`config.mk`:
```
export PLATFORM = sky130hd
export DESIGN_NAME = mux8_rr_arbiter_flat
export DESIGN_NICKNAME = d
export VERILOG_FILES = /design/src/rtl/mux8_rr_arbiter_if.sv /design/src/rtl/mux8_rr_arbiter.sv /design/src/flat_wrapper.sv
export SDC_FILE = /design/constraint.sdc
export NUM_CORES = 1
export LEC_CHECK = 0
export CORE_UTILIZATION = 49
export DETAILED_ROUTE_END_ITERATION = 7
export PLACE_DENSITY = 0.8
export SLEW_MARGIN = 15
export SYNTH_ARGS = -nofsm -noshare
export SYNTH_HDL_FRONTEND = slang
export SYNTH_SLANG_ARGS = --single-unit
```
`constraint.sdc`:
```
create_clock -name clk -period 4.5 [get_ports clk]
set_input_delay 1.35 -clock clk [delete_from_list [all_inputs] [get_ports clk]]
set_output_delay 1.35 -clock clk [all_outputs]
set_load 0.02 [all_outputs]
```
`src/rtl/mux8_rr_arbiter_if.sv`:
```
// ---------------------------------------------------------------------------
// mux8_rr_arbiter_if
// Bundles the requester-side and result-side signals of the 8-way
// round-robin arbitrated data mux.
//   req    [7:0]         per-requester request, bit i = requester i
//   din    [8*WIDTH-1:0] requester i's data on bits [i*WIDTH +: WIDTH]
//   gnt    [7:0]         registered grant, one-hot or zero
//   sel    [2:0]         registered index of the granted requester
//   dout   [WIDTH-1:0]   registered selected data
//   dvalid               dout carries a new transfer this cycle
//   busy                 a grant is in progress
// The master modport is the requester/consumer side; the slave modport is
// the arbiter itself.
// ---------------------------------------------------------------------------
interface mux8_rr_arbiter_if #(
    parameter int WIDTH = 8
);
    logic [7:0]         req;
    logic [8*WIDTH-1:0] din;
    logic [7:0]         gnt;
    logic [2:0]         sel;
    logic [WIDTH-1:0]   dout;
    logic               dvalid;
    logic               busy;

    modport master (
        output req,
        output din,
        input  gnt,
        input  sel,
        input  dout,
        input  dvalid,
        input  busy
    );

    modport slave (
        input  req,
        input  din,
        output gnt,
        output sel,
        output dout,
        output dvalid,
        output busy
    );
endinterface

```
`src/rtl/mux8_rr_arbiter.sv`:
```
// ---------------------------------------------------------------------------
// mux8_rr_arbiter
// Eight-requester round-robin arbiter driving an 8-to-1 data mux. A granted
// requester keeps the grant while it keeps requesting, up to MAX_HOLD
// transfers; then the search restarts one position past it, with itself as
// the last candidate. Hand-over between grants happens in a single edge.
// Ports:
//   clk    rising-edge clock
//   rst_n  synchronous active-low reset
//   bus    mux8_rr_arbiter_if.slave (req/din in, gnt/sel/dout/dvalid/busy out)
// Parameters:
//   WIDTH     data width of each requester word
//   MAX_HOLD  maximum transfers per grant, 1..255
// ---------------------------------------------------------------------------
module mux8_rr_arbiter #(
    parameter int WIDTH    = 8,
    parameter int MAX_HOLD = 4
) (
    input  logic                 clk,
    input  logic                 rst_n,
    mux8_rr_arbiter_if.slave     bus
);

    typedef enum logic {
        IDLE  = 1'b0,
        GRANT = 1'b1
    } state_t;

    state_t           state_reg;
    logic [2:0]       ptr_reg;
    logic [2:0]       sel_reg;
    logic [7:0]       gnt_reg;
    logic [7:0]       cnt_reg;
    logic [WIDTH-1:0] dout_reg;
    logic             dvalid_reg;

    // Split the flat data bus into one word per requester.
    logic [WIDTH-1:0] din_word [8];

    generate
        for (genvar gi = 0; gi < 8; gi++) begin : g_din_split
            assign din_word[gi] = bus.din[gi*WIDTH +: WIDTH];
        end
    endgenerate

    // Returns {found, index} of the first requester at or after start
    // (wrapping modulo 8). Scanning from the far end and overwriting leaves
    // the nearest hit as the final value.
    function automatic logic [3:0] find_winner(input logic [2:0] start,
                                               input logic [7:0] r);
        logic [3:0] result;
        logic [2:0] idx;
        result = 4'b0000;
        for (int j = 7; j >= 0; j--) begin
            idx = start + 3'(j);
            if (r[idx]) begin
                result = {1'b1, idx};
            end
        end
        return result;
    endfunction

    logic [3:0] start_win;
    logic [3:0] rot_win;
    logic [2:0] sel_plus_one;
    logic       xfer;
    logic       hold_done;
    logic       grant_end;

    assign sel_plus_one = sel_reg + 3'd1;
    assign start_win    = find_winner(ptr_reg, bus.req);
    // Searching from sel+1 puts the current owner last, which lets a lone
    // requester be regranted after using up its hold budget.
    assign rot_win      = find_winner(sel_plus_one, bus.req);
    assign xfer         = bus.req[sel_reg];
    assign hold_done    = (cnt_reg == 8'(MAX_HOLD - 1));
    assign grant_end    = !xfer || hold_done;

    always_ff @(posedge clk) begin
        if (!rst_n) begin
            state_reg  <= IDLE;
            ptr_reg    <= 3'd0;
            sel_reg    <= 3'd0;
            gnt_reg    <= 8'd0;
            cnt_reg    <= 8'd0;
            dout_reg   <= '0;
            dvalid_reg <= 1'b0;
        end else begin
            case (state_reg)
                IDLE: begin
                    dvalid_reg <= 1'b0;
                    gnt_reg    <= 8'd0;
                    if (start_win[3]) begin
                        state_reg <= GRANT;
                        sel_reg   <= start_win[2:0];
                        gnt_reg   <= 8'd1 << start_win[2:0];
                        cnt_reg   <= 8'd0;
                    end
                end

                GRANT: begin
                    if (xfer) begin
                        dout_reg   <= din_word[sel_reg];
                        dvalid_reg <= 1'b1;
                        cnt_reg    <= cnt_reg + 8'd1;
                    end else begin
                        dvalid_reg <= 1'b0;
                    end

                    // Grant end overrides the counter increment above: the
                    // next owner (possibly the same one) starts from zero.
                    if (grant_end) begin
                        ptr_reg <= sel_plus_one;
                        cnt_reg <= 8'd0;
                        if (rot_win[3]) begin
                            sel_reg <= rot_win[2:0];
                            gnt_reg <= 8'd1 << rot_win[2:0];
                        end else begin
                            state_reg <= IDLE;
                            gnt_reg   <= 8'd0;
                        end
                    end
                end

                default: begin
                    state_reg <= IDLE;
                    gnt_reg   <= 8'd0;
                end
            endcase
        end
    end

    assign bus.gnt    = gnt_reg;
    assign bus.sel    = sel_reg;
    assign bus.dout   = dout_reg;
    assign bus.dvalid = dvalid_reg;
    assign bus.busy   = (state_reg == GRANT);

endmodule
```
`src/flat_wrapper.sv`:
```
// flat-port wrapper written by rule: the top's interface ports become plain ports
module mux8_rr_arbiter_flat 
#(
    parameter int WIDTH    = 8,
    parameter int MAX_HOLD = 4
)
  (clk, rst_n, bus_req, bus_din, bus_gnt, bus_sel, bus_dout, bus_dvalid, bus_busy);
  mux8_rr_arbiter_if #(.WIDTH(WIDTH)) bus_i ();
  input  logic clk;
  input  logic rst_n;
  input wire logic [$bits(bus_i.req)-1:0] bus_req;
  input wire logic [$bits(bus_i.din)-1:0] bus_din;
  output wire logic [$bits(bus_i.gnt)-1:0] bus_gnt;
  output wire logic [$bits(bus_i.sel)-1:0] bus_sel;
  output wire logic [$bits(bus_i.dout)-1:0] bus_dout;
  output wire logic [$bits(bus_i.dvalid)-1:0] bus_dvalid;
  output wire logic [$bits(bus_i.busy)-1:0] bus_busy;
  assign bus_i.req = bus_req;
  assign bus_i.din = bus_din;
  assign bus_gnt = bus_i.gnt;
  assign bus_sel = bus_i.sel;
  assign bus_dout = bus_i.dout;
  assign bus_dvalid = bus_i.dvalid;
  assign bus_busy = bus_i.busy;
  mux8_rr_arbiter #(.WIDTH(WIDTH), .MAX_HOLD(MAX_HOLD)) u_core (.clk(clk), .rst_n(rst_n), .bus(bus_i));
endmodule
```
# Word level (Yosys, flattened, before mapping)
# Index checks and enable logic that the tools add are counted.
[word_totals]
ff_bits = 32
inputBits = 74
output_inout_bits = 21
word_cells = 127
[classes]
addsub = 16
order_cmp = 18
n_eq_ne = 5
shifts = 2
n_mux = 71
n_bitwise = 2
n_reduce_logical = 6
[ops]
columns = ["cell", "n"]
rows = [
  ["$lt 3x4->1 const B", 17],
  ["$mux 4", 16],
  ["$mux 8", 8],
  ["$bmux 1 s3", 17],
  ["$pmux 8 s2", 2],
  ["$add 3x3->3 const B", 8],
  ["$bmux 8 s3", 1],
  ["$mux 1", 21],
  ["$shl 1x3->8 const A", 2],
  ["$add 3x2->3 const B", 4],
  ["$add 3x1->3 const B", 3],
  ["$mux 3", 3],
  ["$add 8x1->8 const B", 1],
  ["$eq 8x2->1 const B", 1],
  ["$pmux 3 s2", 1],
  ["$reduce_and 2->1", 3],
  ["$ge 4x4->1 const B", 1],
  ["$ne 2x2->1 const B", 2],
  ["$not 3->4", 1],
  ["$pmux 1 s2", 2],
  ["$ne 3x3->1 const B", 1],
  ["$reduce_and 3->1", 1],
  ["$ne 2x1->1 const B", 1],
  ["$logic_not 1->1", 1],
  ["other kinds (2)", 2],
]

# Depth between registers and ports, before layout
# Gate-level depths: netlist (run 1).
[logic_depth]
ltp_word = 16
mapped_depth = 14
depth_no_buf = 10

# Worst setup path after synthesis (run 1)
# No wires, ideal clock.
[synth_timing]
path_type = "reg-to-reg"
from = "register u_core.sel_reg[0], in the netlist u_core.bus.sel[0]"
to = "register u_core.gnt_reg[4], in the netlist u_core.bus.gnt[4]"
setup_time_ns = 0.073
arrival_time_ns = 3.623
required_time_ns = 4.427
slack_ns = 0.803
stages_incl_launch_ff = 14
n_path_buf = 3
synth_period_minus_slack_ns = 3.697
cell_sequence = "dfxtp_1 -> buf_6 -> buf_2 -> clkinv_1 -> ha_1 -> buf_6 -> mux4_2 -> mux2_4 -> a311o_1 -> a311oi_2 -> a211oi_2 -> nand3b_1 -> or3_1 -> o211ai_2"
[synth_via]
elab_chain_cells = 16
word_cells_on_any_way = 41
classes_between = "add/sub: 8; eq/ne: 1; shift: 1; mux: 29; reduce/logical: 2"
[synth_lines]
columns = ["item", "line", "text"]
rows = [
  ["start, declared", "mux8_rr_arbiter.sv:31", "logic [2:0] sel_reg;"],
  ["start signal, assigned", "mux8_rr_arbiter.sv:95", "sel_reg <= start_win[2:0];"],
  ["start signal, assigned", "mux8_rr_arbiter.sv:116", "sel_reg <= rot_win[2:0];"],
  ["$add 3x1->3 *", "mux8_rr_arbiter.sv:70", "assign sel_plus_one = sel_reg + 3'd1;"],
  ["via u_core.sel_plus_one[0]", "mux8_rr_arbiter.sv:65", "logic [2:0] sel_plus_one;"],
  ["$add 3x3->3", "mux8_rr_arbiter.sv:55", "idx = start + 3'(j);"],
  ["$bmux 1 s3", "mux8_rr_arbiter.sv:56", "if (r[idx]) begin"],
  ["$mux 1 (implied by the code)", "mux8_rr_arbiter.sv:56", ""],
  ["$mux 4 (7 in a row)", "mux8_rr_arbiter.sv:56", ""],
  ["$mux 4 *", "mux8_rr_arbiter.sv:56", ""],
  ["$shl 1x3->8", "mux8_rr_arbiter.sv:117", "gnt_reg <= 8'd1 << rot_win[2:0];"],
  ["$mux 8 *", "mux8_rr_arbiter.sv:115", "if (rot_win[3]) begin"],
  ["$mux 8 *", "mux8_rr_arbiter.sv:112", "if (grant_end) begin"],
  ["$pmux 8 s2 *", "mux8_rr_arbiter.sv:89", "case (state_reg)"],
  ["end signal, assigned", "mux8_rr_arbiter.sv:96", "gnt_reg <= 8'd1 << start_win[2:0];"],
  ["end signal, assigned", "mux8_rr_arbiter.sv:117", ""],
  ["end, declared", "mux8_rr_arbiter.sv:32", "logic [7:0] gnt_reg;"],
]
# The timed path passes the listed nets; every way through them passes the cells marked *. The select of a mux whose other input is x is not followed.
# A chain may end at the register's enable or synchronous reset.

# Worst setup path in the final report (run 1)
[layout_timing]
from = "input port bus_req[3]"
to = "register u_core.gnt_reg[3], in the netlist u_core.bus.gnt[3]"
[layout_via]
elab_chain_cells = 14
word_cells_on_any_way = 59
classes_between = "eq/ne: 1; shift: 2; mux: 54; reduce/logical: 2"
[layout_lines]
columns = ["item", "line", "text"]
rows = [
  ["start, declared", "flat_wrapper.sv:11", "input wire logic [$bits(bus_i.req)-1:0] bus_req;"],
  ["$bmux 1 s3", "mux8_rr_arbiter.sv:56", ""],
  ["$mux 1 (implied by the code)", "mux8_rr_arbiter.sv:56", ""],
  ["$mux 4 (8 in a row)", "mux8_rr_arbiter.sv:56", ""],
  ["$shl 1x3->8", "mux8_rr_arbiter.sv:117", ""],
  ["$mux 8", "mux8_rr_arbiter.sv:115", ""],
  ["$mux 8", "mux8_rr_arbiter.sv:112", ""],
  ["$pmux 8 s2", "mux8_rr_arbiter.sv:89", ""],
]
# Several ways; a longest one is shown, not always the timed one. The select of a mux whose other input is x is not followed.

==> results by group, run 1 <==
Synthesis
  – Post-Syn Nets: approximately 490
  – Main combinational cell family by area after synthesis: multiplexers
  – Post-synth top area share: 21.0%
  – Synthesized flop and latch total: 32
  – Library cells used by synthesis: 74
  – Main flop type after synthesis: dfxtp_1
  – Ranking of synthesized cells by area: mux4_2 (21%), dfxtp_1 (17%), mux2i_1 (8.5%)
  – Post-Synth Simple-Gate Area: about 18%
  – Compound-cell area share of the yosys netlist: about 20%
  – Seq/Total Area, Yosys: approximately 17%
  – Xor/xnor cell area share of the yosys netlist: roughly 3.2%
  – Post-Synthesis Cell Area: roughly 3800 um2
  – Adder-cell share of the synthesized area: about 1.7%
  – Multiplexer share of the synthesized area: between 30% and 40%
  – Async SR Flop Fraction: 0%
  – Post-Syn Area per Cell: 9.15 um2
  – Number of flops mapped to enable cells by yosys: 0
  – Largest area contributor in the netlist: mux4_2
  – Syn Inst Count: about 400
  – Synth warn: 0

Route
  – Detailed-route via count: ~3700
  – Vias/cell: between 6 and 7
  – Initial DRC Count: 271
  – Residual DRC: 0
  – Wire per inst: between 15 and 20 um
  – Antenna violation net count after detailed routing: 0
  – Final WL: 10.4 mm
  – First drt pass iteration count: 5

Global routing
  – Antenna violations before repair: 0
  – Vias in the first global route: 3457
  – First-pass GRT wire length: approximately 17 mm
  – GR Overflow Total: 0
  – Gr usage total: 27.2%
  – Largest net degree at the start of global routing: 36

Setup path
  – Cell depth of the worst setup path: 9
  – Critical-path cell with the highest stage delay: mux4_1
  – CP Max Fanout: 14
  – R2R cell count: 10
  – Worst path bufs/invs: 1
  – Critical path endpoint: u_core.bus.gnt[3]$_SDFFE_PN0N_
  – Crit. End Element: flop
  – Crit-path leading delay family: multiplexers
  – Setup CP Type: input port to flop
  – Crit. Startpoint: bus_req[3]
  – Crit path launch type: input port
  – WP data arrival: between 4 and 5 ns
  – Worst Path Required: between 4 and 5 ns
  – Largest stage delay, worst path: ~0.76 ns
  – RR Endpoint: u_core.bus.gnt[3]$_SDFFE_PN0N_
  – RR Startpoint: u_core.bus.sel[0]$_SDFFE_PN0P_
  – Critical Path, Cell by Cell: clkdlybuf4s50_1 > mux4_1 > mux2_4 > nor4_2 > o21ai_1 > a211oi_2 > nand2_1 > or3b_1 > a31oi_1
  – Reg2Reg Setup Slack: around 0.7 ns

Clock tree
  – Post-CTS Setup Repair Bufs: 0
  – CTS Hold Bufs: 0
  – Clk_lat worst skew: approximately 0.28 ns
  – Clock Tree Root: clkbuf_8
  – Reg clk slew, reported paths: 0.06 ns
  – TritonCTS clock tree: yes
  – Clk sinks: 32
  – Max clock buf depth: 2
  – Htree depth: 2
  – Cts bufs inserted: 5
  – Post-cts repair resize count: 0

Pwr
  – Pleak: ~1.8 nW
  – Power Dens Cells: ~640 nW/um2
  – Peak supply drop: approximately 0.28 mV

Placement
  – Routability cong.: about 0.96
  – Port Buf Inserts: 94
  – Placed Area: 4780 um2
  – Place WS: slightly below 0.06 ns
  – DP HPWL: 7.97 mm

STA
  – Fin crit period: 4.16 ns
  – Max Fclk: between 200 and 250 MHz
  – Slew HR: a little under two fifths
  – RSZ-0062 raised after global routing: false
  – Final Cycle Share: 92.5%
  – Skew final: roughly 0.0030 ns
  – Setup-failing EPs final: 0
  – Least-Margin Pin Slew: 0.946 ns
  – Final Hold Vio Count: 0
  – Final TNS setup: 0 ns
  – Slew Viols, Final: 0
  – Setup slack after layout: ~0.34 ns

Floorplan
  – Die W: 89.5 um
  – Top-Level Pins: 95
  – CORE AREA: roughly 7300 um2
  – Rows: 31
  – Die height: approximately 90 um
  – Starting Density: about 51%
  – Die Area: between 8000 and 9000 um2

Run status
  – Outcome: finished, final reports clean

Final layout
  – Final core occ: between 60% and 70%
  – Commonest non-fill, non-tap cell in the layout: clkdlybuf4s50_1
  – Commonest cells after routing, fill and taps aside: clkdlybuf4s50_1 (94), nor2_1 (51), mux4_2 (35)
  – Fin area: slightly below 5000 um2
  – Final net count: roughly 570
  – Ant diodes: 0
  – Fraction of layout instances using a drive strength above 1: 18.5%
  – Area Growth Syn to Fin: 30.0%

Min path
  – Worst min path class: flop to flop

Job
  – Max cap viols: 0
## worst min-delay path by stage
stage,from,end,depth (start not counted)
after detailed placement,u_core.bus.dout[5]$_SDFFE_PN0P_,u_core.bus.dout[5]$_SDFFE_PN0P_,2
after global placement,u_core.bus.dout[3]$_SDFFE_PN0P_,u_core.bus.dout[3]$_SDFFE_PN0P_,2
after CTS,u_core.bus.dout[4]$_SDFFE_PN0P_,u_core.bus.dout[4]$_SDFFE_PN0P_,2
after global routing,u_core.bus.dout[4]$_SDFFE_PN0P_,u_core.bus.dout[4]$_SDFFE_PN0P_,2
final,u_core.bus.dout[4]$_SDFFE_PN0P_,u_core.bus.dout[4]$_SDFFE_PN0P_,2
after floorplan,u_core.cnt_reg[1]$_SDFFE_PN0P_,u_core.cnt_reg[1]$_SDFFE_PN0P_,2
## where the power goes
| group | internal (mW) | switching, mW |
|---|---|---|
| clock network | 0.136 | 0.104 |
| logic | 1.15 | 1.32 |
| registers | 0.352 | 0.0596 |
## layout make-up
type	instances	area, um2
Multi-Input combinational cell	333	2900
Fill cell	557	2460
Timing Repair Buffer	112	1080
Sequential cell	32	642
Tap cell	99	124
Clock buffer	7	96.3
Inverter	9	33.8
## worst min-delay path: stages (launching register included)
cell	delay, ns
dfxtp_1	0.32
a21oi_1	0.06
nor2_1	0.07
## cells by family (layout without fill, tap and decap cells)
kind of cell             after synthesis  count (layout)
multiplexers                          83              83
flip-flops                            32              32
AO/OA/AOI/OAI                        106             106
XOR/XNOR                               8               8
buffers and inverters                 45             128
adder cells (fa/ha/maj)                5               5
AND/OR/NAND/NOR                      131             131
## synthesized netlist by cell type (all sizes together) (2+ instances only)
master,n
nor2,52
mux4,36
dfxtp,32
mux2i,32
a21oi,29
buf,23
o21ai,23
nand2,18
mux2,15
clkbuf,13
inv,8
nand2b,8
a31oi,7
nand3,7
a211oi,6
nor4,6
and2,5
and3,5
ha,5
nor3,5
o211ai,5
a211o,4
nand3b,4
nor2b,4
o211a,4
or3,4
xor2,4
a221oi,3
a22oi,3
o21bai,3
a22o,2
a311oi,2
nand4,2
nor3b,2
o2bb2ai,2
o311ai,2
or2,2
or3b,2
xnor2,2
## routing by layer
layer / track usage [%] / routed length (um)
met2: 44.3 / 5190
met4: 6.93 / 184
met3: 4.25 / 669
met5: 0 / 0
met1: 37.9 / 4380
## metrics by stage
| stage | power, mW | hold slack (ns) | std cells |
|---|---|---|---|
| global placement | 2.81 | 0.463 | 585 |
| finish | 3.13 | 0.494 | 592 |
| global route | 3.35 | 0.525 | 592 |
| floorplan | 2.29 | 0.484 | 410 |
| detailed placement | 2.85 | 0.478 | 585 |
| CTS | 3.10 | 0.496 | 592 |
No activity file was read; power rests on OpenSTA's default activity.
==> run 2, diff against run 1 <==
CAP_MARGIN = 40   (was default)
==> run 2 against run 1 <==
  * Utilization increased by 0.20 points
  * Combinational power about the same
  * Clock skew about the same
  * Sequential share of layout area about the same
  * Critical path depth unchanged
  * Sequential cell count unchanged
  * Largest cell class unchanged
==> results by group, run 2 (same netlist as run 1, synthesis figures left out) <==
Route
  – Antenna violation net count after detailed routing: 0
  – Detailed-route via count: 3736
  – Wire per inst: 17.5 um
  – Residual DRC: 0
  – First drt pass iteration count: 4
  – Vias/cell: around 6.3
  – Initial DRC Count: around 320
  – Final WL: 10.4 mm

Pwr
  – Peak supply drop: ~0.28 mV
  – Power Dens Cells: around 640 nW/um2
  – Pleak: around 1.8 nW

Setup path
  – WP data arrival: 4.38 ns
  – Critical Path, Cell by Cell: clkdlybuf4s50_1 > mux4_1 > mux2_4 > nor4_2 > o21ai_1 > a211oi_2 > nand2_1 > or3b_1 > a31oi_1
  – Critical-path cell with the highest stage delay: mux4_1
  – Crit-path leading delay family: multiplexers
  – Crit path launch type: input port
  – Crit. End Element: flop
  – Largest stage delay, worst path: roughly 0.75 ns
  – CP Max Fanout: 14
  – Worst path bufs/invs: 1
  – Setup CP Type: input port to flop
  – Worst Path Required: ~4.7 ns

Clock tree
  – Cts bufs inserted: 5
  – CTS Hold Bufs: 0
  – Clock Tree Root: clkbuf_8
  – Post-cts repair resize count: 0
  – Htree depth: 2
  – Clk sinks: 32
  – Max clock buf depth: 2
  – Post-CTS Setup Repair Bufs: 0
  – Reg clk slew, reported paths: around 0.060 ns
  – TritonCTS clock tree: yes
  – Clk_lat worst skew: 0.28 ns

STA
  – Setup slack after layout: ~0.33 ns
  – Fin crit period: around 4.2 ns
  – Final TNS setup: 0 ns
  – RSZ-0062 raised after global routing: false
  – Least-Margin Pin Slew: ~0.70 ns
  – Skew final: 0.00274 ns
  – Max Fclk: ~240 MHz
  – Final Cycle Share: between 90 and 100%
  – Final Hold Vio Count: 0
  – Setup-failing EPs final: 0
  – Slew Viols, Final: 0
  – Slew HR: between 50% and 60%

Global routing
  – Largest net degree at the start of global routing: 36
  – Gr usage total: a little over a quarter
  – GR Overflow Total: 0
  – Vias in the first global route: around 3500
  – Antenna violations before repair: 0
  – First-pass GRT wire length: between 15 and 20 mm

Placement
  – DP HPWL: ~8.0 mm
  – Place WS: just under 0.06 ns
  – Port Buf Inserts: 94
  – Routability cong.: slightly below 1
  – Placed insts: between 500 and 600

Final layout
  – Final Non-Filler Cells: between 500 and 600
  – Ant diodes: 0
  – Commonest cells after routing, fill and taps aside: clkdlybuf4s50_1 (94), nor2_1 (51), mux4_2 (35)
  – Area Growth Syn to Fin: 30.4%
  – Commonest non-fill, non-tap cell in the layout: clkdlybuf4s50_1
  – Final net count: approximately 570
  – Fraction of layout instances using a drive strength above 1: 18.6%

Min path
  – Worst min path class: flop to flop

Floorplan
  – Starting Density: 51.2%
  – Die Area: approximately 8000 um2
  – CORE AREA: between 7000 and 8000 um2
  – Rows: 31
  – Top-Level Pins: 95
  – Die W: around 89 um
  – Die height: roughly 89 um

Run status
  – Outcome: finished, final reports clean

Job
  – Max cap viols: 0
-- run 2: cell count changes in the layout (fill, tap and decap cells not counted), sizes merged --
cell  before  now
buf       18   19
-- run 2: per-stage QoR --
step / area, um2 / hold WS [ns] / total power [mW] / utilization [%]
3_5_place_dp: 4780 / 0.478 / 2.85 / 65.2
5_1_grt: 4890 / 0.525 / 3.36 / 66.7
6_report: 4890 / 0.491 / 3.14 / 66.7
4_1_cts: 4870 / 0.496 / 3.10 / 66.5
3_3_place_gp: 4780 / 0.463 / 2.81 / 65.2
2_1_floorplan: 3750 / 0.484 / 2.29 / -
-- run 2: worst paths after layout --
kind / from / depth (start not counted) / slack (ns) / to
max: bus_req[3] / 9 / 0.33 / u_core.bus.gnt[3]$_SDFFE_PN0N_
min: u_core.bus.dout[4]$_SDFFE_PN0P_ / 2 / 0.49 / u_core.bus.dout[4]$_SDFFE_PN0P_
max reg2reg: u_core.bus.sel[0]$_SDFFE_PN0P_ / 10 / 0.70 / u_core.bus.gnt[3]$_SDFFE_PN0N_
min reg2reg: u_core.bus.dout[4]$_SDFFE_PN0P_ / 2 / 0.49 / u_core.bus.dout[4]$_SDFFE_PN0P_
-- run 2: final cells by class --
type                            count  area, um2
Sequential cell                    32        642
Multi-Input combinational cell    333       2900
Inverter                            9       33.8
Tap cell                           99        124
Clock buffer                        7       96.3
Timing Repair Buffer              113       1090
Fill cell                         556       2440
-- run 2: per-layer routing --
layer	up-vias	wire [um]	track usage (%)
li1	1740	-	-
met1	1795	4320	37.9
met2	186	5160	44.3
met3	15	746	4.25
met4	0	141	6.93
met5	-	0	0
-- run 2: tightest hold or removal path: cells and delay by family (launching register included) --
family | cells | cell delay, ns
flops | 1 | 0.32
compound gates | 1 | 0.06
simple gates | 1 | 0.07
-- run 2: report_power, final --
group	internal (mW)	switching [mW]
Sequential	0.353	0.0408
Combinational	1.16	1.35
Clock	0.136	0.103
==> run 3, diff against run 2 <==
DONT_BUFFER_PORTS = 1   (was default)
PLACE_DENSITY = default   (was 0.8)
==> run 3 against run 2 <==
  * Utilization down 14 points
  * Sequential power up 21%
  * Via count down 14%
  * Sequential share of layout area up 3.3 points
  * Non-clock buffer count down 102
  * Clock skew up 0.0069 ns
  * Critical path type is now flop to flop
==> results by group, run 3 (same netlist as run 1, synthesis figures left out) <==
Floorplan
  – Die height: roughly 89 um
  – Top-Level Pins: 95
  – Rows: 31
  – CORE AREA: 7330 um2
  – Starting Density: approximately half
  – Die W: just under 90 um
  – Die Area: 8010 um2

STA
  – Final TNS setup: 0 ns
  – Least-Margin Pin Slew: between 0.7 and 0.8 ns
  – Slew Viols, Final: 0
  – RSZ-0062 raised after global routing: false
  – Slew HR: between 40% and 50%
  – Fin crit period: 3.78 ns
  – Setup-failing EPs final: 0
  – Setup slack after layout: approximately 0.72 ns
  – Skew final: approximately 0.0097 ns
  – Max Fclk: around 260 MHz
  – Final Cycle Share: between 80% and 90%
  – Final Hold Vio Count: 0

Clock tree
  – Max clock buf depth: 2
  – Post-cts repair resize count: 0
  – Clock Tree Root: clkbuf_8
  – Reg clk slew, reported paths: roughly 0.070 ns
  – Cts bufs inserted: 5
  – Clk_lat worst skew: ~0.29 ns
  – TritonCTS clock tree: yes
  – Post-CTS Setup Repair Bufs: 0
  – Clk sinks: 32
  – CTS Hold Bufs: 0
  – Htree depth: 2

Pwr
  – P_sw: roughly 1.4 mW
  – Pleak: roughly 1.4 nW
  – Sw Ratio: 48.8%
  – Comb power frac: between 70% and 80%
  – Pint: 1.51 mW
  – Power Dens Cells: 755 nW/um2
  – Sequential share of power: 16.1%
  – Clk pwr share: 9.4%
  – Peak supply drop: between 0.3 and 0.4 mV

Placement
  – Routability cong.: 0.937
  – Port Buf Inserts: 0
  – Place WS: about 0.73 ns
  – DP HPWL: 7.04 mm

Setup path
  – Setup CP Type: flop to flop
  – Critical-path cell with the highest stage delay: ha_1
  – Worst Path Required: approximately 4.7 ns
  – Largest stage delay, worst path: roughly 0.8 ns
  – Crit. End Element: flop
  – Crit path launch type: flop
  – CP Max Fanout: 17
  – WP data arrival: ~4 ns
  – Critical Path, Cell by Cell: clkinv_1 > ha_1 > mux4_2 > mux2i_1 > o2bb2ai_1 > a211o_1 > a211oi_2 > nand2_1 > or3b_1 > a31oi_1

Route
  – First drt pass iteration count: 4
  – Final WL: around 9.5 mm
  – Detailed-route via count: 3206
  – Antenna violation net count after detailed routing: 0
  – Initial DRC Count: 140
  – Residual DRC: 0
  – Vias/cell: roughly 6.5
  – Wire per inst: about 19 um

Final layout
  – Commonest non-fill, non-tap cell in the layout: nor2_1
  – Final net count: 471
  – Fraction of layout instances using a drive strength above 1: a little over a fifth
  – Commonest cells after routing, fill and taps aside: nor2_1 (51), mux4_2 (35), mux2i_1 (32)
  – Ant diodes: 0
  – Area Growth Syn to Fin: 3.87%

Global routing
  – First-pass GRT wire length: 14.6 mm
  – Largest net degree at the start of global routing: 36
  – Vias in the first global route: 2850
  – Gr usage total: 23.8%
  – Antenna violations before repair: 0
  – GR Overflow Total: 0

Min path
  – Worst min path class: flop to flop

Run status
  – Outcome: finished, final reports clean

Job
  – Max cap viols: 0
-- run 3: cell count changes in the layout (fill, tap and decap cells not counted), sizes merged --
cell and delta:
buf -8, bufinv +1, clkbuf -2, clkdlybuf4s50 -94
clkinv +1, clkinvlp +1
-- run 3: path summary, 6_finish.rpt --
| path | slack, ns | startpoint | cells after the start | to |
|---|---|---|---|---|
| max reg2reg | 0.72 | u_core.bus.sel[0]$_SDFFE_PN0P_ | 10 | u_core.bus.gnt[3]$_SDFFE_PN0N_ |
| min | 0.53 | u_core.cnt_reg[1]$_SDFFE_PN0P_ | 2 | u_core.cnt_reg[1]$_SDFFE_PN0P_ |
| min reg2reg | 0.53 | u_core.cnt_reg[1]$_SDFFE_PN0P_ | 2 | u_core.cnt_reg[1]$_SDFFE_PN0P_ |
| max | 0.72 | u_core.bus.sel[0]$_SDFFE_PN0P_ | 10 | u_core.bus.gnt[3]$_SDFFE_PN0N_ |
-- run 3: cell type report --
type	count	area, um2
fill	665	3430
clock inverter	3	42.5
clock buffer	5	68.8
tap	99	124
sequential	32	642
multi-input combinational	333	2900
inverter	9	33.8
timing repair buffer	11	82.6
-- run 3: worst max-delay path: cells and delay by family, from the launching register on --
family          cells  cell delay [ns]
compound gates      4             0.82
fa+ha+maj           1             0.81
buf+inv             1             0.20
flops               1             0.33
mux                 2             1.04
simple gates        2             0.52
-- run 3: per-layer routing --
layer / GRT usage, % / share of wire [%] / vias up
met5: 0 / 0 / -
li1: - / - / 1537
met4: 3.46 / 0.65 / 0
met3: 6.19 / 9.2 / 6
met2: 35.7 / 45 / 129
met1: 35.3 / 46 / 1534
-- run 3: metrics by stage --
stage / instances / util [%] / hold WS [ns] / instance area [um2] / total power, mW
4_1_cts: 492 / 53.1 / 0.536 / 3900 / 2.94
5_1_grt: 492 / 53.1 / 0.568 / 3900 / 3.17
2_1_floorplan: 410 / - / 0.484 / 3750 / 2.29
3_3_place_gp: 484 / 51.6 / 0.516 / 3780 / 2.63
3_5_place_dp: 484 / 51.6 / 0.520 / 3780 / 2.65
6_report: 492 / 53.1 / 0.528 / 3900 / 2.94
-- run 3: power groups by stage --
| stage | sequential (mW) | combinational [mW] | clock (mW) |
|---|---|---|---|
| final | 0.474 | 2.19 | 0.276 |
| after global routing | 0.488 | 2.38 | 0.295 |
| after CTS | 0.476 | 2.18 | 0.282 |
| after detailed placement | 0.483 | 2.17 | 0 |
| after global placement | 0.482 | 2.15 | 0 |
| after floorplan | 0.461 | 1.82 | 0 |
